## src/rtl/jk_bank_sequencer.sv

```systemverilog
// -----------------------------------------------------------------------------
// jk_bank_sequencer
//   Command-driven controller for an internal bank of WIDTH JK flip-flops.
//   Commands are accepted over a valid/ready handshake. The block derives the
//   per-bit J/K drive for each command and runs it in one of two ways:
//     - single-cycle execution (EXEC) for LOAD/CLEAR/TOGGLE/SET/NOP/reserved
//     - multi-cycle binary counting (RUN) for CNT_UP/CNT_DN
//
// Ports
//   clk        in   1       clock; all state updates on the rising edge
//   rst        in   1       asynchronous, active-high reset
//   cmd_valid  in   1       command present
//   cmd_ready  out  1       command can be accepted (high only in IDLE)
//   cmd_op     in   3       0 NOP, 1 LOAD, 2 CLEAR, 3 TOGGLE, 4 CNT_UP,
//                           5 CNT_DN, 6 SET, 7 reserved
//   cmd_arg    in   WIDTH   value (LOAD) or bit mask (TOGGLE/SET)
//   cmd_steps  in   STEP_W  number of count steps (CNT_UP/CNT_DN)
//   abort      in   1       stops a running count; sampled only in RUN
//   j_vec      out  WIDTH   J drive applied to the bank this cycle
//   k_vec      out  WIDTH   K drive applied to the bank this cycle
//   q          out  WIDTH   bank state
//   busy       out  1       high in EXEC or RUN
//   done       out  1       one-cycle pulse when a command completes
//   wrap       out  1       one-cycle pulse when a count step wraps around
//   err        out  1       one-cycle pulse when the reserved op completes
// -----------------------------------------------------------------------------
module jk_bank_sequencer #(
    parameter int WIDTH  = 4,
    parameter int STEP_W = 8
) (
    input  logic              clk,
    input  logic              rst,
    input  logic              cmd_valid,
    output logic              cmd_ready,
    input  logic [2:0]        cmd_op,
    input  logic [WIDTH-1:0]  cmd_arg,
    input  logic [STEP_W-1:0] cmd_steps,
    input  logic              abort,
    output logic [WIDTH-1:0]  j_vec,
    output logic [WIDTH-1:0]  k_vec,
    output logic [WIDTH-1:0]  q,
    output logic              busy,
    output logic              done,
    output logic              wrap,
    output logic              err
);

    typedef enum logic [1:0] {
        ST_IDLE,
        ST_EXEC,
        ST_RUN
    } state_t;

    typedef enum logic [2:0] {
        OP_NOP    = 3'd0,
        OP_LOAD   = 3'd1,
        OP_CLEAR  = 3'd2,
        OP_TOGGLE = 3'd3,
        OP_CNT_UP = 3'd4,
        OP_CNT_DN = 3'd5,
        OP_SET    = 3'd6,
        OP_RSVD   = 3'd7
    } op_e;

    state_t              r_state;
    state_t              w_state_nxt;

    op_e                 r_op;
    logic [WIDTH-1:0]    r_arg;
    logic [STEP_W-1:0]   r_cnt;
    logic [WIDTH-1:0]    r_q;
    logic                r_done;
    logic                r_wrap;
    logic                r_err;

    logic                w_accept;
    logic                w_is_count;
    logic [STEP_W-1:0]   w_cnt_nxt;
    logic [WIDTH-1:0]    w_j;
    logic [WIDTH-1:0]    w_k;
    logic [WIDTH-1:0]    w_up_tgl;
    logic [WIDTH-1:0]    w_dn_tgl;
    logic                w_done_nxt;
    logic                w_wrap_nxt;
    logic                w_err_nxt;

    // Ripple toggle masks for a binary step: bit i flips when every lower bit
    // is 1 (counting up) or 0 (counting down); bit 0 always flips.
    always_comb begin
        logic up_carry;
        logic dn_borrow;
        up_carry  = 1'b1;
        dn_borrow = 1'b1;
        w_up_tgl  = '0;
        w_dn_tgl  = '0;
        for (int i = 0; i < WIDTH; i++) begin
            w_up_tgl[i] = up_carry;
            w_dn_tgl[i] = dn_borrow;
            up_carry    = up_carry & r_q[i];
            dn_borrow   = dn_borrow & ~r_q[i];
        end
    end

    assign w_is_count = (op_e'(cmd_op) == OP_CNT_UP) || (op_e'(cmd_op) == OP_CNT_DN);

    // Next-state, J/K drive and next values of the registered pulses.
    // NOTE: every output of this block gets a default before the case, so no
    // path can leave a signal unassigned and infer a latch.
    always_comb begin
        w_state_nxt = r_state;
        w_accept    = 1'b0;
        w_cnt_nxt   = r_cnt;
        w_j         = '0;
        w_k         = '0;
        w_done_nxt  = 1'b0;
        w_wrap_nxt  = 1'b0;
        w_err_nxt   = 1'b0;

        case (r_state)
            ST_IDLE: begin
                if (cmd_valid) begin
                    w_accept = 1'b1;
                    if (w_is_count && (cmd_steps != '0)) begin
                        w_state_nxt = ST_RUN;
                        w_cnt_nxt   = cmd_steps;
                    end else begin
                        // Zero-step counts fall through here and run as a
                        // no-drive EXEC cycle.
                        w_state_nxt = ST_EXEC;
                    end
                end
            end

            ST_EXEC: begin
                case (r_op)
                    OP_LOAD: begin
                        w_j = r_arg;
                        w_k = ~r_arg;
                    end
                    OP_CLEAR: begin
                        w_k = '1;
                    end
                    OP_TOGGLE: begin
                        w_j = r_arg;
                        w_k = r_arg;
                    end
                    OP_SET: begin
                        w_j = r_arg;
                    end
                    default: begin
                        // NOP, reserved and zero-step counts hold the bank.
                    end
                endcase
                w_done_nxt  = 1'b1;
                w_err_nxt   = (r_op == OP_RSVD);
                w_state_nxt = ST_IDLE;
            end

            ST_RUN: begin
                if (abort) begin
                    // Abort wins over the step, including the final one.
                    w_done_nxt  = 1'b1;
                    w_cnt_nxt   = '0;
                    w_state_nxt = ST_IDLE;
                end else begin
                    if (r_op == OP_CNT_UP) begin
                        w_j        = w_up_tgl;
                        w_k        = w_up_tgl;
                        w_wrap_nxt = &r_q;
                    end else begin
                        w_j        = w_dn_tgl;
                        w_k        = w_dn_tgl;
                        w_wrap_nxt = ~|r_q;
                    end
                    w_cnt_nxt = r_cnt - 1'b1;
                    if (r_cnt == STEP_W'(1)) begin
                        w_done_nxt  = 1'b1;
                        w_state_nxt = ST_IDLE;
                    end
                end
            end

            default: begin
                w_state_nxt = ST_IDLE;
            end
        endcase
    end

    // NOTE: sequential state uses non-blocking assignments so every register
    // samples the pre-edge values regardless of statement order.
    always_ff @(posedge clk or posedge rst) begin
        if (rst) begin
            r_state <= ST_IDLE;
        end else begin
            r_state <= w_state_nxt;
        end
    end

    always_ff @(posedge clk or posedge rst) begin
        if (rst) begin
            r_op   <= OP_NOP;
            r_arg  <= '0;
            r_cnt  <= '0;
            r_q    <= '0;
            r_done <= 1'b0;
            r_wrap <= 1'b0;
            r_err  <= 1'b0;
        end else begin
            if (w_accept) begin
                r_op  <= op_e'(cmd_op);
                r_arg <= cmd_arg;
            end
            r_cnt  <= w_cnt_nxt;
            // JK rule per bit: 00 hold, 01 clear, 10 set, 11 toggle.
            r_q    <= (w_j & ~r_q) | (~w_k & r_q);
            r_done <= w_done_nxt;
            r_wrap <= w_wrap_nxt;
            r_err  <= w_err_nxt;
        end
    end

    assign cmd_ready = (r_state == ST_IDLE);
    assign busy      = (r_state != ST_IDLE);
    assign j_vec     = w_j;
    assign k_vec     = w_k;
    assign q         = r_q;
    assign done      = r_done;
    assign wrap      = r_wrap;
    assign err       = r_err;

endmodule

```

## config.mk

```make
export PLATFORM = sky130hd
export DESIGN_NAME = jk_bank_sequencer
export DESIGN_NICKNAME = d
export VERILOG_FILES = /design/src/rtl/jk_bank_sequencer.sv
export SDC_FILE = /design/constraint.sdc
export NUM_CORES = 1
export LEC_CHECK = 0
export CORE_MARGIN = 8
export CORE_UTILIZATION = 50
export CTS_CLUSTER_SIZE = 10
export DETAILED_ROUTE_END_ITERATION = 8
export MAX_ROUTING_LAYER = met4
export PLACE_DENSITY = 0.86
export SYNTH_ARGS = -nofsm -noshare
export SYNTH_HDL_FRONTEND = slang
export SYNTH_SLANG_ARGS = --single-unit
```

## constraint.sdc

```tcl
create_clock -name clk -period 2.1 [get_ports clk]
set_clock_uncertainty 0.05 [all_clocks]
set_input_delay 0.42 -clock clk [delete_from_list [all_inputs] [get_ports clk]]
set_output_delay 0.42 -clock clk [all_outputs]
set_load 0.05 [all_outputs]
```

==> results.cfg, run 1 <==
[sta]
period_needed_ns = 2.46
fmax_mhz = 407
rsz0062_at_grt = yes
drv_slew = 0
worst_slack_ns = -0.358
setup_viol = 10
fin_crit_sh_pct = 117
worstMarginPinSlew_ns = 0.607
hold_violations = 0
hold_ws_ns = 0.375
slew-limit-headroom_pct = 59.2

[synthesis]
yosysWarnings = 0
synth_cell_types = 49
synth_edf_count = 0
ys.flop_type = dfrtp_1
syn-num-nets = 189
syn_inst = 165
syn_avg_cell_area_um2 = 9.43
yosys_register_bits = 24
postSynth.asyncResetShare_pct = 100
seq_area_frac_synth_pct = 38.6
synth_area_um2 = 1560

[drt]
wl_met1_mm = 2.20
vias_per_cell = 6.69
wl_mm = 5.93
drc = 0
dr_total_vias = 1774
antenna_left = 0
drt_iter0_drc = 186
dr.pass1.iters = 6
dr_wl_met2_mm = 2.88
highest_layer = met4
wl_met3_um = 524
wire_per_inst_um = 22.4

[worst_setup_path]
worstPathCellList = inv_2 -> ha_4 -> nor4b_4 -> mux2i_1 -> buf_4 -> a21boi_4 -> buf_12
r2r_start = r_state[0]
path_class = reg -> out
reg2reg_depth = 8
crit_path_end = j_vec[2]
end_kind = output port
regToRegEndpoint = q[2]
critPathArrivalTime_ns = 1.99
cp.required_ns = 1.63
cpPeakStageDelay_ns = 0.45
reg2reg_slack_ns = 0.04
start_kind = flip-flop
critPathSlowestCell = dfrtp_1
critPathLaunch = r_state[0]
path_max_fanout = 4

[layout]
seqCellArea_um2 = 603
fillCellCount = 144
area_growth_syn_to_layout_pct = 59.4
layout-drive-gt1-share_pct = 36.2
multiInputGateArea_um2 = 1050
nNetsFinal = 257
n_antenna_cell = 0

[power]
swShare_pct = 47.1
seqPwrFrac_pct = 30.8
comb_power_share_pct = 60.1
power.share.clock_pct = 9.1
leakage_nw = 1.05
power_density_nw_per_um2 = 1130
switchingPower_mw = 1.33
internal-power_mw = 1.49
peakVddDrop_v = 0.000700

[flow_run]
cap_violations = 0

[placed_design]
gp_congestion = 0.900
pre_cts_ws_ns = -0.368
hpwlAfterDp_mm = 3.40
port-buffer-count = 35

[cts]
path_clk_slew_ns = 0.14
cts_buffers = 3
hold_buffers = 0
cts_root_buffer = clkbuf_4
cts_tree = yes
insertion_delay_ns = 0.33
cts_sinks = 24
htreeDepth = 1
clk_path_buf_depth = 2

[die]
start_util_pct = 51.8
dieArea_um2 = 5150
rows = 20
chipWidth_um = 71.8
dieHeight_um = 71.8
ioPinCount = 36
core_area_um2 = 3000

[grt]
overflow = 0
grt_util_all_layers_pct = 21.6
antenna_found_initial = 0
grt_pass1_vias = 1708
grt_max_degree = 25
grt_pass1_wl_mm = 8.65

[outcome]
status = finished with violations
violations = setup timing

[min_path]
hp-class = in -> async
==> sequential cells by signal, summed over array words and instances (netlist names) <==
register and flops:
err 1, r_op 3, r_arg 4, q 4
r_state 2, wrap 1, r_cnt 8, done 1
==> synth_stat cells (all sizes together), types with 4 or more instances <==
cell type   n  area (um2)
inv        15        56.3
o22ai       4        25.0
a22o        4        37.5
mux2        5        56.3
xnor2       6        52.6
nand2      10        37.5
dfrtp      24         601
clkbuf      5        18.8
nand2b      4        25.0
o2bb2ai     5        43.8
nor2b       6        37.5
o21ai       8        40.0
nor4        6        37.5
nor2        5        18.8
ha          5        62.6
a21oi       5        25.0
==> layout by cell type (no fill, tap or decap), drive strengths merged, types with 4 or more instances in the layout <==
master	count
nand2	10
o21ai	8
mux2	5
buf	47
dfrtp	24
clkdlybuf4s50	20
clkbuf	4
a22o	4
ha	5
xnor2	6
nor2	5
a21oi	5
inv	15
nand2b	4
o22ai	4
o2bb2ai	5
nor2b	6
nor4	6
==> worst max-delay path: cells and delay by family (launching register included) <==
family | cells | cell delay [ns]
multiplexers | 1 | 0.17
adder cells (fa/ha/maj) | 1 | 0.17
buffers and inverters | 3 | 0.44
AND/OR/NAND/NOR | 1 | 0.27
flip-flops | 1 | 0.45
AO/OA/AOI/OAI | 1 | 0.14
==> power groups by stage <==
| stage | sequential (mW) | combinational, mW | clock, mW |
|---|---|---|---|
| finish | 0.867 | 1.69 | 0.257 |
| floorplan | 0.910 | 0.762 | 0 |
| CTS | 0.829 | 1.53 | 0.258 |
| global route | 0.875 | 1.77 | 0.276 |
| detailed placement | 0.842 | 1.33 | 0 |
| global placement | 0.823 | 1.28 | 0 |
==> repair_timing <==
item	4_1_cts	5_1_grt
endpoints found under the setup margin	9	14
gates cloned	0	0
resized for setup	28	11
buffers inserted	11	4
pin swaps	5	6
==> per-layer routing <==
| metal | up-vias | GRT usage, % |
|---|---|---|
| met5 | - | - |
| met4 | 0 | 14.5 |
| met3 | 41 | 2.79 |
| met2 | 157 | 34.2 |
| met1 | 832 | 24.9 |
| li1 | 744 | - |
==> area by class of cell <==
type                       instances  area share (%)
sequential                        24            24.3
clock buffer                       4            1.46
inverter                          15            2.27
timing repair buffer              70            28.1
multi-input combinational        119            42.2
tap                               33            1.66
==> stage by stage <==
| step | std cells | instance area, um2 | TNS, ns | utilization, % | power [mW] |
|---|---|---|---|---|---|
| 2_1_floorplan | 165 | 1570 | -0.0630 | - | 1.67 |
| 3_3_place_gp | 246 | 2150 | -1.61 | 71.5 | 2.11 |
| 3_5_place_dp | 246 | 2150 | -2.85 | 71.5 | 2.17 |
| 4_1_cts | 261 | 2370 | -1.06 | 79.0 | 2.61 |
| 5_1_grt | 265 | 2480 | -2.58 | 82.6 | 2.92 |
| 6_report | 265 | 2480 | -2.28 | 82.6 | 2.82 |
==> how the worst min path moves through the flow <==
stage | endpoint | start
after global routing | done | rst
after CTS | q[2] | rst
after detailed placement | r_cnt[6] | r_cnt[6]
after global placement | r_cnt[6] | r_cnt[6]
final | done | rst
after floorplan | done | rst
==> cells by family (layout without fill, tap and decap cells) <==
family          after synthesis  after routing  share of synthesized area, %
fa+ha+maj                     5              5                          4.02
mux                           8              8                          5.55
xor+xnor                      6              6                          3.38
buf+inv                      22             89                          5.47
compound gates               44             44                          21.5
simple gates                 56             56                          21.5
flops                        24             24                          38.6
Note: power is estimated with default switching activity, not from simulation.
==> inputs of run 2 (changes only) <==
--- a/config.mk
+++ b/config.mk
@@ -11,6 +11,7 @@
 export DETAILED_ROUTE_END_ITERATION = 8
 export MAX_ROUTING_LAYER = met4
 export PLACE_DENSITY = 0.86
+export SLEW_MARGIN = 20
 export SYNTH_ARGS = -nofsm -noshare
 export SYNTH_HDL_FRONTEND = slang
 export SYNTH_SLANG_ARGS = --single-unit
==> results of run 2 <==
No change in the layout: final DEF, timing and power equal those of run 1.
==> inputs of run 3 (changes only) <==
--- a/config.mk
+++ b/config.mk
@@ -5,6 +5,7 @@
 export SDC_FILE = /design/constraint.sdc
 export NUM_CORES = 1
 export LEC_CHECK = 0
+export CAP_MARGIN = 20
 export CORE_MARGIN = 8
 export CORE_UTILIZATION = 50
 export CTS_CLUSTER_SIZE = 10
==> results of run 3 <==
No change in the layout: final DEF, timing and power equal those of run 1.
